<file path="src/rtl/uart_rx_buffered.sv">
//------------------------------------------------------------------------------
// Module   : uart_rx_buffered
// Brief    : Oversampling 8N1 UART receiver with majority vote and FIFO.
//            Optional parity bit enabled by macro UART_RX_PARITY_EN.
// Revision : 1.0 - initial release
//------------------------------------------------------------------------------
`default_nettype none

module uart_rx_buffered #(
    parameter int CLKS_PER_BIT = 50,
    parameter int FIFO_AW      = 3,
    parameter int PARITY_ODD   = 0
) (
    input  logic               i_Clock,
    input  logic               i_Rst,
    input  logic               i_RX_Serial,
    output logic               o_RX_DV,
    input  logic               i_RX_Ready,
    output logic [7:0]         o_RX_Byte,
    output logic [FIFO_AW:0]   o_Fifo_Count,
    output logic               o_Frame_Err,
    output logic               o_Overrun,
    output logic               o_Parity_Err
);

    localparam int C_CW    = $clog2(CLKS_PER_BIT);
    localparam int C_DEPTH = 2 ** FIFO_AW;
    localparam logic [C_CW-1:0]    C_SMP_A  = C_CW'(CLKS_PER_BIT / 2 - 1);
    localparam logic [C_CW-1:0]    C_SMP_B  = C_CW'(CLKS_PER_BIT / 2);
    localparam logic [C_CW-1:0]    C_DECIDE = C_CW'(CLKS_PER_BIT / 2 + 1);
    localparam logic [C_CW-1:0]    C_LAST   = C_CW'(CLKS_PER_BIT - 1);
    localparam logic [FIFO_AW:0]   C_FULL   = (FIFO_AW + 1)'(C_DEPTH);

    typedef enum logic [2:0] {
        ST_IDLE    = 3'd0,
        ST_START   = 3'd1,
        ST_DATA    = 3'd2,
`ifdef UART_RX_PARITY_EN
        ST_PARITY  = 3'd3,
`endif
        ST_STOP    = 3'd4,
        ST_WAIT_HI = 3'd5
    } state_t;

    logic                sync_meta_q, rx_s_q;
    state_t              state_q, state_d;
    logic [C_CW-1:0]     cnt_q, cnt_d;
    logic [2:0]          bit_idx_q, bit_idx_d;
    logic [7:0]          shift_q, shift_d;
    logic                smp_a_q, smp_a_d, smp_b_q, smp_b_d;
    logic                frame_err_q, overrun_q;
    logic                w_vote, w_decide, w_last;
    logic                w_push, w_frame_err, w_parity_err;

    logic [7:0]          mem_q [C_DEPTH];
    logic [FIFO_AW-1:0]  wr_ptr_q, wr_ptr_d, rd_ptr_q, rd_ptr_d, w_rd_next;
    logic [FIFO_AW:0]    count_q, count_d;
    logic [7:0]          head_q, head_d;
    logic                w_pop, w_full, w_wr_en, w_ovr;

`ifdef UART_RX_PARITY_EN
    logic                parity_bit_q, parity_bit_d, parity_err_q;
    logic                w_par_exp;
    assign w_par_exp = (^shift_q) ^ (PARITY_ODD != 0);
`else
    logic                w_unused_parity;
    assign w_unused_parity = (PARITY_ODD != 0);
`endif

    // Two of three samples around mid-bit decide the bit value
    assign w_vote   = (smp_a_q & smp_b_q) | (smp_a_q & rx_s_q) | (smp_b_q & rx_s_q);
    assign w_decide = (cnt_q == C_DECIDE);
    assign w_last   = (cnt_q == C_LAST);

    always_comb begin
        state_d      = state_q;
        cnt_d        = w_last ? '0 : cnt_q + 1'b1;
        bit_idx_d    = bit_idx_q;
        shift_d      = shift_q;
        smp_a_d      = (cnt_q == C_SMP_A) ? rx_s_q : smp_a_q;
        smp_b_d      = (cnt_q == C_SMP_B) ? rx_s_q : smp_b_q;
        w_push       = 1'b0;
        w_frame_err  = 1'b0;
        w_parity_err = 1'b0;
`ifdef UART_RX_PARITY_EN
        parity_bit_d = parity_bit_q;
`endif
        case (state_q)
            ST_IDLE: begin
                cnt_d = '0;
                if (!rx_s_q) begin
                    state_d = ST_START;
                end
            end
            ST_START: begin
                if (w_decide && w_vote) begin
                    state_d = ST_IDLE;
                    cnt_d   = '0;
                end else if (w_last) begin
                    state_d   = ST_DATA;
                    bit_idx_d = 3'd0;
                end
            end
            ST_DATA: begin
                if (w_decide) begin
                    shift_d = {w_vote, shift_q[7:1]};
                end
                if (w_last) begin
                    if (bit_idx_q == 3'd7) begin
`ifdef UART_RX_PARITY_EN
                        state_d = ST_PARITY;
`else
                        state_d = ST_STOP;
`endif
                    end else begin
                        bit_idx_d = bit_idx_q + 3'd1;
                    end
                end
            end
`ifdef UART_RX_PARITY_EN
            ST_PARITY: begin
                if (w_decide) begin
                    parity_bit_d = w_vote;
                end
                if (w_last) begin
                    state_d = ST_STOP;
                end
            end
`endif
            ST_STOP: begin
                // Leave at mid-stop so a back-to-back start edge is not missed
                if (w_decide) begin
                    cnt_d = '0;
                    if (w_vote) begin
                        state_d = ST_IDLE;
`ifdef UART_RX_PARITY_EN
                        if (parity_bit_q != w_par_exp) begin
                            w_parity_err = 1'b1;
                        end else begin
                            w_push = 1'b1;
                        end
`else
                        w_push = 1'b1;
`endif
                    end else begin
                        state_d     = ST_WAIT_HI;
                        w_frame_err = 1'b1;
                    end
                end
            end
            ST_WAIT_HI: begin
                cnt_d = '0;
                if (rx_s_q) begin
                    state_d = ST_IDLE;
                end
            end
            default: begin
                state_d = ST_IDLE;
                cnt_d   = '0;
            end
        endcase
    end

    always_ff @(posedge i_Clock) begin
        if (i_Rst) begin
            sync_meta_q <= 1'b1;
            rx_s_q      <= 1'b1;
            state_q     <= ST_IDLE;
            cnt_q       <= '0;
            bit_idx_q   <= 3'd0;
            shift_q     <= 8'h00;
            smp_a_q     <= 1'b1;
            smp_b_q     <= 1'b1;
            frame_err_q <= 1'b0;
`ifdef UART_RX_PARITY_EN
            parity_bit_q <= 1'b0;
            parity_err_q <= 1'b0;
`endif
        end else begin
            sync_meta_q <= i_RX_Serial;
            rx_s_q      <= sync_meta_q;
            state_q     <= state_d;
            cnt_q       <= cnt_d;
            bit_idx_q   <= bit_idx_d;
            shift_q     <= shift_d;
            smp_a_q     <= smp_a_d;
            smp_b_q     <= smp_b_d;
            frame_err_q <= w_frame_err;
`ifdef UART_RX_PARITY_EN
            parity_bit_q <= parity_bit_d;
            parity_err_q <= w_parity_err;
`endif
        end
    end

    // Receive FIFO, first-word fall-through via a registered head byte
    assign w_pop     = (count_q != '0) && i_RX_Ready;
    assign w_full    = (count_q == C_FULL);
    assign w_wr_en   = w_push && (!w_full || w_pop);
    assign w_ovr     = w_push && w_full && !w_pop;
    assign w_rd_next = rd_ptr_q + FIFO_AW'(1);

    always_comb begin
        wr_ptr_d = w_wr_en ? wr_ptr_q + FIFO_AW'(1) : wr_ptr_q;
        rd_ptr_d = w_pop ? w_rd_next : rd_ptr_q;
        count_d  = count_q;
        head_d   = head_q;
        case ({w_wr_en, w_pop})
            2'b10:   count_d = count_q + 1'b1;
            2'b01:   count_d = count_q - 1'b1;
            default: count_d = count_q;
        endcase
        if (w_pop) begin
            if (count_q > (FIFO_AW + 1)'(1)) begin
                head_d = mem_q[w_rd_next];
            end else if (w_wr_en) begin
                head_d = shift_q;
            end
        end else if (w_wr_en && (count_q == '0)) begin
            head_d = shift_q;
        end
    end

    always_ff @(posedge i_Clock) begin
        if (w_wr_en) begin
            mem_q[wr_ptr_q] <= shift_q;
        end
    end

    always_ff @(posedge i_Clock) begin
        if (i_Rst) begin
            wr_ptr_q  <= '0;
            rd_ptr_q  <= '0;
            count_q   <= '0;
            head_q    <= 8'h00;
            overrun_q <= 1'b0;
        end else begin
            wr_ptr_q  <= wr_ptr_d;
            rd_ptr_q  <= rd_ptr_d;
            count_q   <= count_d;
            head_q    <= head_d;
            overrun_q <= w_ovr;
        end
    end

    assign o_RX_DV      = (count_q != '0);
    assign o_RX_Byte    = head_q;
    assign o_Fifo_Count = count_q;
    assign o_Frame_Err  = frame_err_q;
    assign o_Overrun    = overrun_q;
`ifdef UART_RX_PARITY_EN
    assign o_Parity_Err = parity_err_q;
`else
    assign o_Parity_Err = 1'b0;
`endif

endmodule

`default_nettype wire

</file>
<file path="config.mk">
export PLATFORM = sky130hd
export DESIGN_NAME = uart_rx_buffered
export DESIGN_NICKNAME = d
export VERILOG_FILES = /design/src/rtl/uart_rx_buffered.sv
export SDC_FILE = /design/constraint.sdc
export NUM_CORES = 1
export LEC_CHECK = 0
export ABC_AREA = 0
export ABC_CLOCK_PERIOD_IN_PS = 7820
export BUFFER_PORTS_ARGS = -buffer_cell sky130_fd_sc_hd__buf_2
export CAP_MARGIN = 20
export CORE_UTILIZATION = 50
export CTS_BUF_LIST = sky130_fd_sc_hd__clkbuf_16
export CTS_CLUSTER_SIZE = 8
export DETAILED_ROUTE_END_ITERATION = 10
export PLACE_DENSITY_LB_ADDON = 0.3
export SLEW_MARGIN = 10
export SYNTH_ARGS = -nofsm -noshare
export SYNTH_HDL_FRONTEND = slang
export SYNTH_SLANG_ARGS = --single-unit
</file>
<file path="constraint.sdc">
create_clock -name i_Clock -period 7.82 [get_ports i_Clock]
set_input_delay 0.391 -clock i_Clock [delete_from_list [all_inputs] [get_ports i_Clock]]
set_output_delay 0.391 -clock i_Clock [all_outputs]
set_load 0.05 [all_outputs]
</file>
==> flow_metrics.py <==
metrics = {
    "status": {
        "outcome": "finished, violations left",
        "violations": "design-rule violations",
    },
    "job": {
        "maxCapViolCount": 0,
    },
    "detailed_routing": {
        "dr.pass1.iters": 7,
        "routedWlPerCell_um": 16.1,
        "vias": 2593,
        "drt_iter0_markers": 129,
        "drt_wl_total_um": 7530,
        "via_per_inst": 5.56,
        "drcViolationCount": 2,
        "ant_nets": 0,
    },
    "finish": {
        "final_common_cell": "edfxtp_1",
        "syn_to_final_growth_pct": 9.06,
        "final_cell_mix": "64 x edfxtp_1, 44 x dfxtp_1, 40 x nor2_1, 20 x mux2i_1, 20 x buf_2",
        "fin_area_um2": 5000,
        "layout-drive-gt1-share": 0.184,
        "n_fill_cell": 691,
        "nNetsFinal": 368,
        "diodes": 0,
        "final_cells": 466,
        "final_core_util": 0.568,
    },
    "logic_synthesis": {
        "synth_top_area_cell": "edfxtp_1",
        "netlist_top_cells_area": "edfxtp_1 42%, dfxtp_1 19%, mux4_2 7.9%",
        "synth_area_per_cell_um2": 13.5,
        "yosysWarnings": 0,
        "yosysTopAreaCellShare": 0.419,
        "synth_area_um2": 4590,
        "syn_inst": 339,
        "ys_types": 51,
        "async_flop_share": 0,
        "synth_edf_count": 64,
        "ys_seq_area_frac": 0.611,
        "ys.flop_type": "edfxtp_1",
        "ys_ff_latch": 108,
        "synth.net_count": 354,
    },
    "power_and_ir_drop": {
        "power_density_nw_per_um2": 292,
        "ir_drop_uv": 122,
        "total_power_mw": 1.46,
        "total_leakage_power_nw": 1.85,
    },
    "critical_path": {
        "worstSetupPathType": "reg -> reg",
        "arrival_ns": 2.93,
        "cp-end-kind": "flop",
        "worstPathRequired_ns": 7.85,
        "start_kind": "flop",
        "path_max_fanout": 12,
    },
    "global_route": {
        "grt_pass1_vias": 2473,
        "grt_pass1_wl_um": 12700,
        "grt_max_degree": 36,
        "antenna_found_initial": 0,
        "overflow": 0,
        "grt.total_usage": 0.172,
    },
    "cts": {
        "cts.sinks": 108,
        "numCtsBuffers": 9,
        "root_buffer": "clkbuf_16",
        "htree_levels": 3,
        "cts_resized": 0,
        "clk_latency_ns": 0.34,
        "clk_pin_slew_ns": 0.07,
        "ctsHoldBuffers": 0,
        "ctsLongestPathBuffers": 2,
        "post_cts.repair.setup_buffers": 0,
        "cts_tree": "done",
    },
    "placed_design": {
        "routabilityCongestion": 0.772,
        "place_inst": 448,
        "pre_cts_slack_ns": 4.69,
        "place_hpwl_um": 5110,
        "port_buffers": 18,
        "dpl_cell_area_um2": 4730,
    },
    "sta": {
        "hold_ws_ns": 0.234,
        "fin_skew_ns": 0.00943,
        "final-hold-violation-count": 0,
        "fin_tns_setup_ns": 0,
        "slew_violations": 0,
        "rsz0062_at_grt": "false",
        "setup_viol": 0,
        "slew-limit-headroom": 0.432,
        "tightest_slew_ns": 0.850,
        "post-route-min-period_ns": 2.89,
        "fin_crit_sh": 0.370,
        "setup_ws_ns": 4.93,
        "fmax_ghz": 0.346,
    },
    "floorplanning": {
        "dieArea_um2": 9560,
        "rows": 34,
        "die_h_um": 97.8,
        "core_um2": 8810,
        "ios": 20,
        "initial_core_util": 0.521,
        "die_w_um": 97.8,
    },
    "worst_hold_path": {
        "min_path_type": "in -> reg",
    },
}
## sequential cells by signal, summed over array words and instances (netlist names)
| name | count |
|---|---|
| o_Overrun | 1 |
| rx_s_q | 1 |
| wr_ptr_q | 3 |
| bit_idx_q | 3 |
| smp_b_q | 1 |
| sync_meta_q | 1 |
| rd_ptr_q | 3 |
| smp_a_q | 1 |
| mem_q | 64 |
| state_q | 3 |
| cnt_q | 6 |
| o_Frame_Err | 1 |
| o_Fifo_Count | 4 |
| o_RX_Byte | 8 |
| shift_q | 8 |
## path summary, 6_finish.rpt
kind,end,cells after the start,slack [ns],startpoint
worst max-delay path,mem_q[0][6],6,4.93,cnt_q[3]
worst min-delay path,sync_meta_q,2,0.23,i_RX_Serial
worst max register to register,mem_q[0][6],6,4.93,cnt_q[3]
worst min register to register,rx_s_q,1,0.43,sync_meta_q
## kinds of logic after synthesis
family	Yosys count	share of synthesized area
flip-flops	108	0.611
multiplexers	45	0.144
adder cells (fa/ha/maj)	12	0.0325
buffers and inverters	33	0.0319
AO/OA/AOI/OAI	42	0.0646
other	1	0.000818
XOR/XNOR	11	0.0210
AND/OR/NAND/NOR	87	0.0938
## power by group
part | leakage (nW) | switching [mW] | internal (mW)
registers | 0.949 | 0.0223 | 0.618
logic | 0.758 | 0.242 | 0.180
clock network | 0.144 | 0.185 | 0.213
total | 1.85 | 0.450 | 1.01
## synthesized netlist by cell type, types with 2 or more instances
library cell and count:
mux4_2 16, xor2_1 7, o22ai_1 8, edfxtp_1 64, clkbuf_1 7, dfxtp_1 44, a311oi_1 3, o21bai_1 2
buf_2 6, nand2_1 9, mux2_2 9, nor3_1 6, a41oi_1 3, or3b_2 2, nor2_1 40, and2_1 2
a311o_1 2, inv_1 15, nand4b_1 2, ha_1 11, mux2i_1 20, a211oi_1 2, buf_4 4, o21ai_0 4
nand2b_1 3, xnor2_1 4, a21oi_1 7, a21boi_0 2, nand3_1 12, or2_2 2
## area by class of cell
cell class / instances / area, um2 / area share
Timing Repair Buffer: 21 / 108 / 0.0215
Clock inverter: 7 / 37.5 / 0.00750
Multi-Input combinational cell: 198 / 1640 / 0.327
Clock buffer: 9 / 225 / 0.0450
Inverter: 15 / 56.3 / 0.0113
Sequential cell: 108 / 2800 / 0.560
Tap cell: 108 / 135 / 0.0270
## layer usage
layer	track usage	up-vias	wire length (um)
met1	0.248	1261	3710
met5	0	-	0
li1	-	1285	-
met3	0.0258	9	178
met4	0.0734	0	114
met2	0.263	38	3530
## worst max-delay path, cell delays in order, from the launching register on
cell      delay [ns]
dfxtp_1         0.42
and4bb_1        0.47
and4_1          0.51
nand2_1         0.18
or2_1           0.30
nor3_1          0.43
buf_2           0.28
No activity file was read; power rests on OpenSTA's default activity.
